===== config.mk =====
export PLATFORM = sky130hd
export DESIGN_NAME = spi_ram_bridge
export DESIGN_NICKNAME = d
export VERILOG_FILES = /design/src/rtl/spi_ram_bridge.sv
export SDC_FILE = /design/constraint.sdc
export NUM_CORES = 2
export LEC_CHECK = 0
export CAP_MARGIN = 10
export CORE_MARGIN = 1
export CORE_UTILIZATION = 25
export CTS_BUF_LIST = sky130_fd_sc_hd__clkbuf_16
export DETAILED_ROUTE_END_ITERATION = 10
export GPL_TIMING_DRIVEN = 0
export REMOVE_ABC_BUFFERS = 1
export SLEW_MARGIN = 20
export SYNTH_ARGS = -nofsm -noshare
export SYNTH_HDL_FRONTEND = slang
export SYNTH_SLANG_ARGS = --single-unit
export TNS_END_PERCENT = 1

===== constraint.sdc =====
create_clock -name clk -period 4.9 [get_ports clk]
set_input_delay 0.98 -clock clk [delete_from_list [all_inputs] [get_ports clk]]
set_output_delay 0.98 -clock clk [all_outputs]
set_load 0.02 [all_outputs]

===== src/rtl/spi_ram_bridge.sv =====
// SPI-slave bridge to a small word RAM: 2-bit command plus payload frames set
// independent write/read addresses, write a word, or shift a word back out MSB first.
module spi_ram_bridge #(
    parameter int DATA_WIDTH = 8,
    parameter int ADDR_WIDTH = 8,
    parameter int MEM_DEPTH  = 256,
    parameter int AUTO_INC   = 0
) (
    input  logic clk,
    input  logic rst_n,
    input  logic SS_n,
    input  logic MOSI,
    output logic MISO,
    output logic busy
);

    localparam int FRAME_LEN = DATA_WIDTH + 2;
    localparam int CNT_W     = $clog2(FRAME_LEN + 1);
    localparam logic [CNT_W-1:0]    LP_LAST_RX   = CNT_W'(FRAME_LEN - 1);
    localparam logic [CNT_W-1:0]    LP_LAST_TX   = CNT_W'(DATA_WIDTH - 1);
    localparam logic [ADDR_WIDTH:0] LP_DEPTH     = (ADDR_WIDTH + 1)'(MEM_DEPTH);
    localparam logic [ADDR_WIDTH:0] LP_LAST_ADDR = (ADDR_WIDTH + 1)'(MEM_DEPTH - 1);

    typedef enum logic [1:0] {ST_IDLE, ST_RX, ST_EXEC, ST_TX} state_t;

    state_t                  r_state;
    logic [CNT_W-1:0]        r_cnt;
    logic [FRAME_LEN-1:0]    r_shift;
    logic [ADDR_WIDTH-1:0]   r_waddr;
    logic [ADDR_WIDTH-1:0]   r_raddr;
    logic [DATA_WIDTH-1:0]   r_dout;
    logic                    r_miso;
    logic                    r_busy;
    logic [DATA_WIDTH-1:0]   r_mem [MEM_DEPTH];

    logic [1:0]              w_cmd;
    logic [DATA_WIDTH-1:0]   w_payload;
    logic                    w_waddr_ok;
    logic                    w_raddr_ok;
    logic [ADDR_WIDTH-1:0]   w_waddr_inc;
    logic [ADDR_WIDTH-1:0]   w_raddr_inc;
    logic [DATA_WIDTH-1:0]   w_rdata;

    assign w_cmd      = r_shift[FRAME_LEN-1 -: 2];
    assign w_payload  = r_shift[DATA_WIDTH-1:0];
    assign w_waddr_ok = {1'b0, r_waddr} < LP_DEPTH;
    assign w_raddr_ok = {1'b0, r_raddr} < LP_DEPTH;
    // Out-of-range addresses also wrap to 0 on increment
    assign w_waddr_inc = ({1'b0, r_waddr} >= LP_LAST_ADDR) ? '0 : r_waddr + 1'b1;
    assign w_raddr_inc = ({1'b0, r_raddr} >= LP_LAST_ADDR) ? '0 : r_raddr + 1'b1;
    assign w_rdata     = w_raddr_ok ? r_mem[r_raddr] : '0;

    assign MISO = r_miso;
    assign busy = r_busy;

    // Contents are deliberately not reset
    always_ff @(posedge clk) begin
        if (rst_n && r_state == ST_EXEC && w_cmd == 2'b01 && w_waddr_ok) begin
            r_mem[r_waddr] <= w_payload;
        end
    end

    always_ff @(posedge clk or negedge rst_n) begin
        if (!rst_n) begin
            r_state <= ST_IDLE;
            r_cnt   <= '0;
            r_shift <= '0;
            r_waddr <= '0;
            r_raddr <= '0;
            r_dout  <= '0;
            r_miso  <= 1'b0;
            r_busy  <= 1'b0;
        end else begin
            r_miso <= 1'b0;
            case (r_state)
                ST_IDLE: begin
                    if (!SS_n) begin
                        r_state <= ST_RX;
                        r_busy  <= 1'b1;
                        r_cnt   <= '0;
                    end
                end
                ST_RX: begin
                    if (SS_n) begin
                        r_state <= ST_IDLE;
                        r_busy  <= 1'b0;
                        r_cnt   <= '0;
                    end else begin
                        r_shift <= {r_shift[FRAME_LEN-2:0], MOSI};
                        if (r_cnt == LP_LAST_RX) begin
                            r_state <= ST_EXEC;
                            r_cnt   <= '0;
                        end else begin
                            r_cnt <= r_cnt + 1'b1;
                        end
                    end
                end
                ST_EXEC: begin
                    case (w_cmd)
                        2'b00: r_waddr <= w_payload[ADDR_WIDTH-1:0];
                        2'b01: if (AUTO_INC != 0) r_waddr <= w_waddr_inc;
                        2'b10: r_raddr <= w_payload[ADDR_WIDTH-1:0];
                        default: begin
                            r_dout <= w_rdata;
                            if (AUTO_INC != 0) r_raddr <= w_raddr_inc;
                        end
                    endcase
                    r_cnt <= '0;
                    // The command completes even if SS_n rose on this edge
                    if (SS_n) begin
                        r_state <= ST_IDLE;
                        r_busy  <= 1'b0;
                    end else if (w_cmd == 2'b11) begin
                        r_state <= ST_TX;
                    end else begin
                        r_state <= ST_RX;
                    end
                end
                ST_TX: begin
                    if (SS_n) begin
                        r_state <= ST_IDLE;
                        r_busy  <= 1'b0;
                        r_cnt   <= '0;
                    end else begin
                        r_miso <= r_dout[DATA_WIDTH-1];
                        r_dout <= {r_dout[DATA_WIDTH-2:0], 1'b0};
                        if (r_cnt == LP_LAST_TX) begin
                            r_state <= ST_RX;
                            r_cnt   <= '0;
                        end else begin
                            r_cnt <= r_cnt + 1'b1;
                        end
                    end
                end
                default: begin
                    r_state <= ST_IDLE;
                    r_busy  <= 1'b0;
                end
            endcase
        end
    end

endmodule


==> metrics <==
Setup Buffers After CTS=0; H-tree levels=4; max_cap viols=0; post-route DRC violation count=0; initial standard-cell utilization of the core=25.2%; drt wl/cell=24.4 microns; Seq cells post-synth=2090; post-CTS clock slew at the launch and capture registers of the worst setup and hold paths=70 ps; CP dominant cell by count=sky130_fd_sc_hd__buf_16; global-route congestion overflow total=0; fin crit share=95.6%; leading cell types in the layout, fill and taps excluded=sky130_fd_sc_hd__edfxtp_1, sky130_fd_sc_hd__mux4_2, sky130_fd_sc_hd__nor2_1; Iteration-0 DRC Markers=4477; Vias per Instance=4.69; most common library cell in the layout ignoring fill and taps=sky130_fd_sc_hd__edfxtp_1; netlist area before placement=81200 sq um; Skew-Pair Late Insertion Delay=850 ps; Core Box Area=322000 sq um; DRT Wirelength=205000 microns; number of synthesized flops with an enable pin=2048; top-level port count=6; fill cell total of the finished layout=31000; Die Span Y=572 microns; PortBufs=5; kind of launch point of the worst setup path=flop; placed insts=8001; largest driver fanout on the critical path=43; number of detailed-route iterations in the first pass=6; Clock Path Buffers=3; Max VDD drop=0.000484 V; Final Max Slew Viols=0; area of the die=327000 sq um; path type of the worst min-delay path=input port to async pin; tightest slew margin relative to the limit=17.9%; RSZ-0062 raised after global routing=no; synthesized netlist cell count=3840; outcome=finished clean; crit path DAT=5410 ps; maximum number of pins on one net before global-route repair=78; via count=39400; Power Density=519 nW/um^2; Data required, critical path=5630 ps; number of nets in the layout=3914; total number of yosys warnings=0; number of standard cells in the layout, taps in and fillers out=8394; Mapped Avg Cell Area=21.1 sq um; CTS tree=yes; largest stage delay on the critical path=820 ps; list of cells traversed by the critical path=buf_16, buf_16, buf_12, buf_16, mux4_2, a22oi_1, nand2_1, nor4b_1, nand2_1, nand4_1, o22ai_1; kind of end point of the critical path=flop; sequential fraction of the synthesis area=77.1%; first-pass GRT wire length=292000 microns; via count of the first global-routing pass=39500; Highest Clock Rate=0.214 GHz; Clk Tree Root Cell=sky130_fd_sc_hd__clkbuf_16; # hold bufs at CTS=0; transition time at the pin with the least slew margin=1230 ps; post-placement worst setup slack=-91.8 ps; Clock Skews=36.9 ps; setup TNS=0 ps; Distinct cells, synth=66; ratio of cells with drive above 1 in the final layout=23.4%; dpl hpwl=122000 microns; Main synth FF type=sky130_fd_sc_hd__edfxtp_1; final weighted congestion of routability-driven global placement=0.788; overall die width=572 microns; sinks on the clock net=2090; synthesis-to-layout area growth=15.7%; Hold WS=65.2 ps; Routed Antenna Nets=0; Cell Rows=208; Worst Path Class, Setup=flop to flop; area taken by multi-input logic gates=17600 sq um; initial antenna violation count=5; count of endpoints failing hold in the final timing report=0; share of synthesized registers carrying an async set or reset=2.01%; area used by sequential logic in the layout=62600 sq um; crit path setup slack, layout=217 ps; clock period minus worst slack=4680 ps; Pwr Total=0.0487 W; final setup fails=0; CTS buffer count=210; global routing usage summed across all routing layers=12.3%; slowest CP cell=sky130_fd_sc_hd__nor4b_1; Leakage Power=27.7 nW
-- cells in the mapped netlist (all sizes together), types with 4 or more instances --
cell type | count | area share [%]
o21ai | 27 | 0.17
a22o | 5 | 0.054
edfxtp | 2048 | 76
nand2 | 142 | 0.66
nand2b | 9 | 0.069
nand3 | 42 | 0.26
o22ai | 53 | 0.41
nor2 | 292 | 1.4
o31ai | 5 | 0.046
a21oi | 31 | 0.19
mux2i | 96 | 1.2
a32oi | 5 | 0.054
buf | 131 | 1.1
o221ai | 8 | 0.086
or4 | 5 | 0.046
nor3 | 27 | 0.17
and3 | 12 | 0.092
a211oi | 18 | 0.17
clkbuf | 92 | 0.43
o211ai | 10 | 0.092
a32o | 7 | 0.086
and2 | 10 | 0.077
mux4 | 500 | 14
a31oi | 9 | 0.069
inv | 8 | 0.037
dfrtp | 42 | 1.3
a221oi | 6 | 0.065
or3 | 4 | 0.031
nor2b | 18 | 0.14
nand4 | 18 | 0.14
mux2 | 46 | 0.64
a2111oi | 6 | 0.065
a22oi | 61 | 0.56
o2111ai | 5 | 0.054
-- critical path, delay by kind of cell (launching register included) --
| family | cells | cell delay (ps) |
|---|---|---|
| AOI/OAI and AO/OA | 2 | 460 |
| buffers and inverters | 4 | 1150 |
| DFF | 1 | 710 |
| muxes | 1 | 560 |
| and+or+nand+nor | 4 | 1520 |
-- cells by family (layout without fill, tap and decap cells) --
group / count (synthesis) / in the layout / synth area share [%]
DFF: 2090 / 2090 / 77.1
xor gates and xnor gates: 2 / 2 / 0.0216
AOI/OAI and AO/OA: 277 / 277 / 2.41
adders and majority gates: 3 / 3 / 0.0432
and+or+nand+nor: 595 / 595 / 3.19
other: 0 / 4 / 0
muxes: 642 / 642 / 15.7
buffers and inverters: 231 / 476 / 1.58
-- cell type report --
class	instances	share of cell area, %
antenna	4	0.0107
sequential	2090	66.6
inverter	8	0.0426
tap	4305	5.73
multi-input combinational	1519	18.7
timing repair buffer	79	1.93
clock buffer	216	5.75
clock inverter	173	1.19
-- registers in the layout, indices dropped and copies added, names as in the netlist --
signal	count
busy	1
r_dout	8
r_raddr	8
r_cnt	4
r_state	2
r_waddr	8
r_shift	10
MISO	1
r_mem	2048
-- what timing repair did --
action | 4_1_cts | 5_1_grt
setup endpoints to repair | 0 | 1
resized for setup | 0 | 1
endpoints found under the hold margin | 0 | 0
-- power by group --
part | internal, W | switching (W) | leakage (nW)
Combinational | 0.00383 | 0.00642 | 5.27
Clock | 0.00856 | 0.00668 | 3.42
Sequential | 0.0222 | 0.000974 | 19.0
Total | 0.0346 | 0.0141 | 27.7
-- worst paths after layout --
kind                                   startpoint                endpoint  slack [ps]  depth (start not counted)
min in group clk            r_dout[7]$_DFFE_PN0P_          MISO$_DFF_PN0_         500                          1
min                                         rst_n          MISO$_DFF_PN0_          70                          1
max reg2reg                r_raddr[1]$_DFFE_PN0P_   r_dout[5]$_DFFE_PN0P_         220                         11
max                        r_raddr[1]$_DFFE_PN0P_   r_dout[5]$_DFFE_PN0P_         220                         11
min reg2reg                 r_dout[7]$_DFFE_PN0P_          MISO$_DFF_PN0_         500                          1
max in group asynchronous                   rst_n  r_shift[0]$_DFFE_PN0P_        4310                          2
-- per-stage QoR --
| stage | util, % | area (sq um) |
|---|---|---|
| 2_1_floorplan | - | 79900 |
| 3_3_place_gp | 26.5 | 85400 |
| 3_5_place_dp | 27.1 | 87400 |
| 4_1_cts | 29.2 | 93900 |
| 5_1_grt | 29.2 | 93900 |
| 6_report | 29.2 | 93900 |
-- routing by layer --
| metal | vias up | wire length, microns | share of wire [%] | track usage (%) |
|---|---|---|---|---|
| li1 | 16200 | - | - | - |
| met1 | 21200 | 82700 | 40 | 16.2 |
| met2 | 1644 | 98400 | 48 | 19.9 |
| met3 | 335 | 16100 | 7.9 | 2.48 |
| met4 | 0 | 7300 | 3.6 | 4.54 |
| met5 | - | 0 | 0 | 0 |
(Power assumes the default switching activity.)
